$ cat src/rtl/key_pulser_pkg.sv
// Shared types and helpers for the key_pulser button conditioner.
// Imported by key_channel and key_pulser.
package key_pulser_pkg;

   typedef enum logic [1:0] {
      KS_IDLE,
      KS_HELD,
      KS_REPEAT
   } key_state_t;

   function automatic int max_int(input int a, input int b);
      return (a > b) ? a : b;
   endfunction

endpackage

$ cat src/rtl/key_channel.sv
// One key channel: synchroniser, debounce counter, press/repeat FSM and repeat timer.
// Produces a registered single-cycle pulse on press and on each auto-repeat.
module key_channel
   import key_pulser_pkg::*;
#(
   parameter int SYNC_STAGES  = 2,
   parameter int DEBOUNCE     = 4,
   parameter int REPEAT_DELAY = 16,
   parameter int REPEAT_RATE  = 8
) (
   input  logic clk,
   input  logic reset,
   input  logic in,
   input  logic repeat_en,
   output logic out,
   output logic held
);

   localparam int TW = $clog2(max_int(REPEAT_DELAY, REPEAT_RATE) + 1);
   localparam int CW = $clog2(DEBOUNCE + 1);
   localparam logic [TW-1:0] DELAY_T  = TW'(REPEAT_DELAY);
   localparam logic [TW-1:0] RATE_T   = TW'(REPEAT_RATE);
   localparam logic [CW-1:0] CNT_LAST = CW'(DEBOUNCE - 1);

   logic [SYNC_STAGES-1:0] sync;
   logic                   s;
   logic [CW-1:0]          cnt;
   logic                   rise;
   logic                   fall;

   key_state_t             state;
   key_state_t             state_nx;
   logic [TW-1:0]          timer;
   logic [TW-1:0]          timer_nx;
   logic [TW-1:0]          timer_inc;
   logic                   pulse_nx;

   assign s = sync[SYNC_STAGES-1];

   // The debounced edge is known one cycle early so the pulse can be registered
   // on the very edge where held toggles.
   assign rise = s & ~held & (cnt == CNT_LAST);
   assign fall = ~s & held & (cnt == CNT_LAST);

   // NOTE: sequential state uses non-blocking assignments so every flop samples
   // pre-edge values, independent of statement order.
   always_ff @(posedge clk) begin
      if (reset) begin
         sync <= '0;
         cnt  <= '0;
         held <= 1'b0;
      end else begin
         sync <= {sync[SYNC_STAGES-2:0], in};
         if (s == held) begin
            cnt <= '0;
         end else if (cnt == CNT_LAST) begin
            cnt  <= '0;
            held <= ~held;
         end else begin
            cnt <= cnt + 1'b1;
         end
      end
   end

   always_ff @(posedge clk) begin
      if (reset) begin
         state <= KS_IDLE;
         timer <= '0;
         out   <= 1'b0;
      end else begin
         state <= state_nx;
         timer <= timer_nx;
         out   <= pulse_nx;
      end
   end

   assign timer_inc = timer + 1'b1;

   // NOTE: every output of this block is given a default first, so no path
   // leaves a signal unassigned and no latch is inferred.
   always_comb begin
      state_nx = state;
      timer_nx = timer;
      pulse_nx = 1'b0;
      case (state)
         KS_IDLE: begin
            if (rise) begin
               state_nx = KS_HELD;
               timer_nx = '0;
               pulse_nx = 1'b1;
            end
         end
         KS_HELD, KS_REPEAT: begin
            // Release wins over a repeat pulse due on the same edge.
            if (fall) begin
               state_nx = KS_IDLE;
               timer_nx = '0;
            end else if (!repeat_en) begin
               state_nx = KS_HELD;
               timer_nx = '0;
            end else if (timer_inc == ((state == KS_HELD) ? DELAY_T : RATE_T)) begin
               state_nx = KS_REPEAT;
               timer_nx = '0;
               pulse_nx = 1'b1;
            end else begin
               timer_nx = timer_inc;
            end
         end
         default: begin
            state_nx = KS_IDLE;
            timer_nx = '0;
         end
      endcase
   end

endmodule

$ cat src/rtl/key_pulser.sv
// N-channel button conditioner for the Frogger input path: one independent
// key_channel per raw key, sharing clock, reset and the auto-repeat enable.
module key_pulser
   import key_pulser_pkg::*;
#(
   parameter int N            = 4,
   parameter int SYNC_STAGES  = 2,
   parameter int DEBOUNCE     = 4,
   parameter int REPEAT_DELAY = 16,
   parameter int REPEAT_RATE  = 8
) (
   input  logic         clk,
   input  logic         reset,
   input  logic [N-1:0] in,
   input  logic         repeat_en,
   output logic [N-1:0] out,
   output logic [N-1:0] held
);

   for (genvar i = 0; i < N; i++) begin : g_ch
      key_channel #(
         .SYNC_STAGES  (SYNC_STAGES),
         .DEBOUNCE     (DEBOUNCE),
         .REPEAT_DELAY (REPEAT_DELAY),
         .REPEAT_RATE  (REPEAT_RATE)
      ) u_ch (
         .clk       (clk),
         .reset     (reset),
         .in        (in[i]),
         .repeat_en (repeat_en),
         .out       (out[i]),
         .held      (held[i])
      );
   end

endmodule

$ cat config.mk
export PLATFORM = sky130hd
export DESIGN_NAME = key_pulser
export DESIGN_NICKNAME = d
export VERILOG_FILES = /design/src/rtl/key_pulser_pkg.sv /design/src/rtl/key_channel.sv /design/src/rtl/key_pulser.sv
export SDC_FILE = /design/constraint.sdc
export NUM_CORES = 1
export LEC_CHECK = 0
export BUFFER_PORTS_ARGS = -buffer_cell sky130_fd_sc_hd__buf_2
export CORE_ASPECT_RATIO = 1.2
export CORE_UTILIZATION = 62
export CTS_BUF_LIST = sky130_fd_sc_hd__clkbuf_8
export CTS_CLUSTER_DIAMETER = 50
export DETAILED_ROUTE_END_ITERATION = 10
export PLACE_DENSITY = 0.77
export SETUP_SLACK_MARGIN = 0.15
export SLEW_MARGIN = 20
export SYNTH_ARGS = -nofsm -noshare
export SYNTH_HDL_FRONTEND = slang
export SYNTH_SLANG_ARGS = --single-unit
$ cat constraint.sdc
create_clock -name clk -period 2.8 [get_ports clk]
set_clock_uncertainty 0.2 [all_clocks]
set_input_delay 0.56 -clock clk [delete_from_list [all_inputs] [get_ports clk]]
set_output_delay 0.56 -clock clk [all_outputs]
set_load 0.005 [all_outputs]
======== After elaboration in Yosys (flattened, before gate mapping) ========
Index checks and enable logic that the tools add are counted.
cells by class
  equality and inequality tests ........... 28
  $add $sub $neg .......................... 8
  reduce and logical (&&, ||, !) cells .... 20
  bitwise operators ....................... 28
  mux-type cells .......................... 64
operator list
  cell                 count
  $mux 5               20
  $pmux 5 s2           4
  $mux 2               16
  $add 5x1->5 const B  4
  $eq 5x5->1           4
  $and 1x1->1          16
  $mux 1               16
  $ne 4x2->1 const B   4
  $pmux 2 s2           4
  $reduce_and 2->1     8
  $add 3x1->3 const B  4
  $eq 3x2->1 const B   4
  $not 1->1            12
  $reduce_or 3->1      4
  $eq 2x1->1 const B   4
  $eq 2x2->1 const B   4
  $logic_not 2->1      4
  $ne 2x1->1 const B   4
  $pmux 1 s2           4
  $reduce_or 2->1      4
  $eq 1x1->1           4
storage, ports and cells
  bits of input ports ..................... 7
  register bits after elaboration ......... 56

======== Depth between registers and ports, before layout ========
  depth after elaboration ................. 7
  depth in mapped cells ................... 8

======== By module ========
Synthesis repeated with hierarchy kept, for this count alone.
unflattened totals
  cells, all modules ...................... 356
  area, all modules ....................... 3131.8 µm²
modules (own cells, without submodules)
  module                           times used  area an instance (µm²)  cells an instance
  key_channel at g_ch[0].u_ch ...  3           783.3                   89
  key_channel at g_ch[3].u_ch      1           782.0                   89

======== Worst setup path after synthesis ========
No wires, ideal clock.
  kind .................................... reg2reg
  from .................................... reg g_ch[0].u_ch.cnt[0]
  to ...................................... reg g_ch[0].u_ch.state[0]
  required time ........................... 2479 ps
  arrival time ............................ 1749 ps
  path buffers ............................ 1
  stages on the path, launching flop included .. 8
  slack ................................... 730 ps
  library setup time ...................... 121 ps
  clock period less this slack ............ 2070 ps
  cells stage by stage .................... dfxtp_1 ha_1 ha_1 clkbuf_1 a21boi_0 a31oi_1 a21oi_1 mux2_2
between the ends
  word-level cells in the longest chain between the ends .. 4
  elaborated cells on any way between the ends .. 8
  classes of those cells .................. eq/ne: 3; mux: 2; bitwise: 2; reduce/logical: 1
RTL lines
  what                                                                    RTL line                              source
  from (decl)                                                             key_channel.sv:27                     logic [CW-1:0] cnt;
  from (signal assigned)                                                  key_channel.sv:60                     cnt <= cnt + 1'b1;
  $eq 3x2->1 *                                                            key_channel.sv:42, key_channel.sv:43
  $and 1x1->1, on equally long branches                                   key_channel.sv:43, key_channel.sv:42
  $ne 4x2->1 (no source line), or another cell as far along               n/a
  $reduce_and 2->1 (no source line) / $pmux 2 s2 (equally long branches)  n/a
  to (signal assigned)                                                    key_channel.sv:71                     state <= state_nx;
  to (decl)                                                               key_channel.sv:31                     key_state_t state;
Every way passes the cells marked *; elsewhere a longest branch is shown, timed or not.
A chain may end at the register's enable or synchronous reset.

======== Worst setup path after layout ========
Ends and elaborated chain as after synthesis.

==> impl_results.md <==
- Worst Slack Setup Final: 0.510 ns
- I/O Buffers: 14
- Max IR drop VDD: 0.393 mV
- CP max FO: 8
- P_leak: 0.00118 uW
- Die width: 65.3 um
- Sink Count: 56
- Leading area contributor after synthesis: dfxtp_1
- Total Routed Length: 5330 um
- Total Neg Setup Slack: 0 ns
- RSZ-0062 raised after global routing: no
- Root Buffer: clkbuf_8
- Synth Instances: 341
- Crit path cell chain: ha_1 -> ha_1 -> a21boi_0 -> a31oi_1 -> a21oi_1 -> mux2_2
- Critical path arrival: 2.30 ns
- Number of fill cells: 402
- Die H: 78.0 um
- Gr usage total: 0.236
- Dpl hpwl: 3920 um
- Total number of vias: 2348
- Cell variety after synth: 47
- Beginning of the critical path: g_ch[0].u_ch.cnt[0]$_SDFF_PP0_
- Slowest cell on crit path: a21boi_0
- Max cap viols: 0
- Die area: 5100 um^2
- TritonCTS Buffers: 5
- Syn_nets: 380
- Clock tree buffer depth: 2
- Diode count: 0
- Synth Warn #: 0
- Cell Rows: 27
- Worst-Skew Late Latency: 0.31 ns
- Cell Area, Synth: 2980 um^2
- Post-cts hold buffer count: 0
- GPL Wtd Cong: 0.829
- Largest net degree at the start of global routing: 37
- Final Hold Violating Endpoints: 0
- Cell area power density: 456 nW/um^2
- Fmax: 437 MHz
- Worst setup EP type: flop
- Vias in the first global route: 2229
- Setup bufs post-CTS: 0
- Yosys reg bits: 56
- Initial DRC Count: 94
- Hold Slack: 0.235 ns
- Post-layout min period: 2.29 ns
- Tightest Pin Transition: 0.663 ns
- H-Tree Depth: 2
- Status: finished clean
- Post-CTS sizing: 0
- Final nets: 387
- Crit Path Category: flop to flop
- Post-synthesis async set-or-reset flop share: 0
- Total chip power: 1440 uW
- Initial antenna violation count: 0
- Rel. slew slack: 0.554
- CTS tree: built
- Worst EP required: 2.81 ns
- Most frequent cell on the critical path: ha_1
- Finished Core Util: 0.688
- P&R area growth vs syn: 5.87%
- Tcrit/Tclk final: 0.818
- FF-to-FF Start: g_ch[0].u_ch.cnt[0]$_SDFF_PP0_
- Area contributors post-synth: dfxtp_1 (38%), ha_1 (13%), a21oi_1 (3.9%), inv_1 (3.0%), nand2_1 (3.0%)
- Starting density of the core: 0.650
- Main flop type after synthesis: dfxtp_1
- CTS clk-pin slew, worst paths: 0.10 ns
- Hold Path Class: flop to flop
- Multi-input logic area: 1670 um^2
- Worst path bufs/invs: 0
- Pre-antenna DRT Iters: 4
- Crit path launch type: flop
- CP top delay family: compound AO/OA/AOI/OAI gates
- Place WS: 0.550 ns
- Min-delay src: g_ch[3].u_ch.cnt[0]$_SDFF_PP0_
- Final ANT Viol Nets: 0
- Largest stage delay, worst path: 0.43 ns
- Core region area: 4590 um^2
- Drt via density: 5.77
- Gr ovfl total: 0
- Share of the synthesized area in the top cell type: 0.376
- Register area: 1120 um^2
- Post-synth EDFFs: 0
- Mean post-synth cell area: 8.75 um^2
- Global-route wire length before repair: 9500 um
- Fin. max-slew vios: 0
- Ports: 15
- DR DRC count: 0
- Wire per inst: 13.1 um
- Seq/Total Area, Yosys: 0.376
- Share of post-route cells with drive strength above 1: 0.0974
- # setup viols final: 0
## layout make-up
type                    count  area share
clock buffers               5      0.0218
inverters                  24      0.0285
well taps                  58      0.0230
flip-flops and latches     56       0.355
multi-input cells         244       0.529
clock inverters             3      0.0135
repair buffers             17      0.0293
## worst register-to-register path: stages, from the launching register on
cell	delay [ns]
dfxtp_1	0.33
ha_1	0.20
ha_1	0.28
a21boi_0	0.43
a31oi_1	0.19
a21oi_1	0.21
mux2_2	0.35
## synthesized netlist by cell type (5+ instances only)
cell type / instances
and2_1: 7
ha_1: 32
nor4b_1: 5
buf_4: 8
a21oi_1: 23
nor2b_1: 12
xor2_1: 5
nor3_1: 17
nand3_1: 13
nor2_1: 20
or3_1: 8
nor4_1: 13
clkbuf_1: 5
xnor2_1: 8
dfxtp_1: 56
o21ai_0: 9
inv_1: 24
nand2_1: 24
## metal layers
layer / vias to the layer above / share of wire / GRT usage
li1: 1217 / - / -
met1: 1097 / 0.47 / 0.291
met2: 29 / 0.49 / 0.405
met3: 5 / 0.023 / 0.0412
met4: 0 / 0.013 / 0.0804
met5: - / 0 / 0
## stage by stage
step | cells | cell area [um^2]
floorplan | 341 | 2980
global placement | 399 | 3050
detailed placement | 399 | 3050
CTS | 407 | 3160
global route | 407 | 3160
finish | 407 | 3160
## cell usage in the layout, fill, tap and decap left out, types with 3 or more instances in the layout
cell type,netlist,layout
buf_2,0,14
buf_4,8,3
nor2_1,20,20
a21bo_2,3,3
xnor2_1,8,8
clkbuf_8,0,5
o21ai_0,9,9
nand4b_1,3,3
and2_1,7,7
dfxtp_1,56,56
xor2_1,5,5
nor4_1,13,13
a21boi_0,4,4
nor3_1,17,17
a211oi_1,4,4
a21oi_1,23,23
a31oi_1,4,4
a21o_1,3,3
nand2_1,24,24
nand3_1,13,13
nor4b_1,5,5
nor2b_1,12,12
ha_1,32,32
inv_1,24,24
or3_1,8,8
a32oi_1,4,4
## sequential cells by signal, summed over array words and instances, names as in the netlist
signal           cells
g_ch.u_ch.state      8
g_ch.u_ch.sync       8
g_ch.u_ch.out        4
g_ch.u_ch.cnt       12
g_ch.u_ch.timer     20
g_ch.u_ch.held       4
## report_power, final
part	internal (uW)	leakage (uW)	total, uW	switching, uW
sequential	809	0.000453	820	11.0
clock	265	0.0000541	526	261
combinational	37.3	0.000677	93.5	56.2
total	1110	0.00118	1440	328
## path summary, 6_finish.rpt
check	end	slack, ns	cells after the start
max	g_ch[0].u_ch.state[0]$_SDFFE_PP0P_	0.51	6
min	g_ch[3].u_ch.cnt[0]$_SDFF_PP0_	0.23	1
min reg2reg	g_ch[3].u_ch.cnt[0]$_SDFF_PP0_	0.23	1
max reg2reg	g_ch[0].u_ch.state[0]$_SDFFE_PP0P_	0.51	6
## cell families after synthesis
family,synth area share
adders and majority gates,0.134
xor gates and xnor gates,0.0382
AOI/OAI and AO/OA,0.143
DFF,0.376
muxes,0.00755
and+or+nand+nor,0.238
buffers and inverters,0.0642
Note: power is estimated with default switching activity, not from simulation.
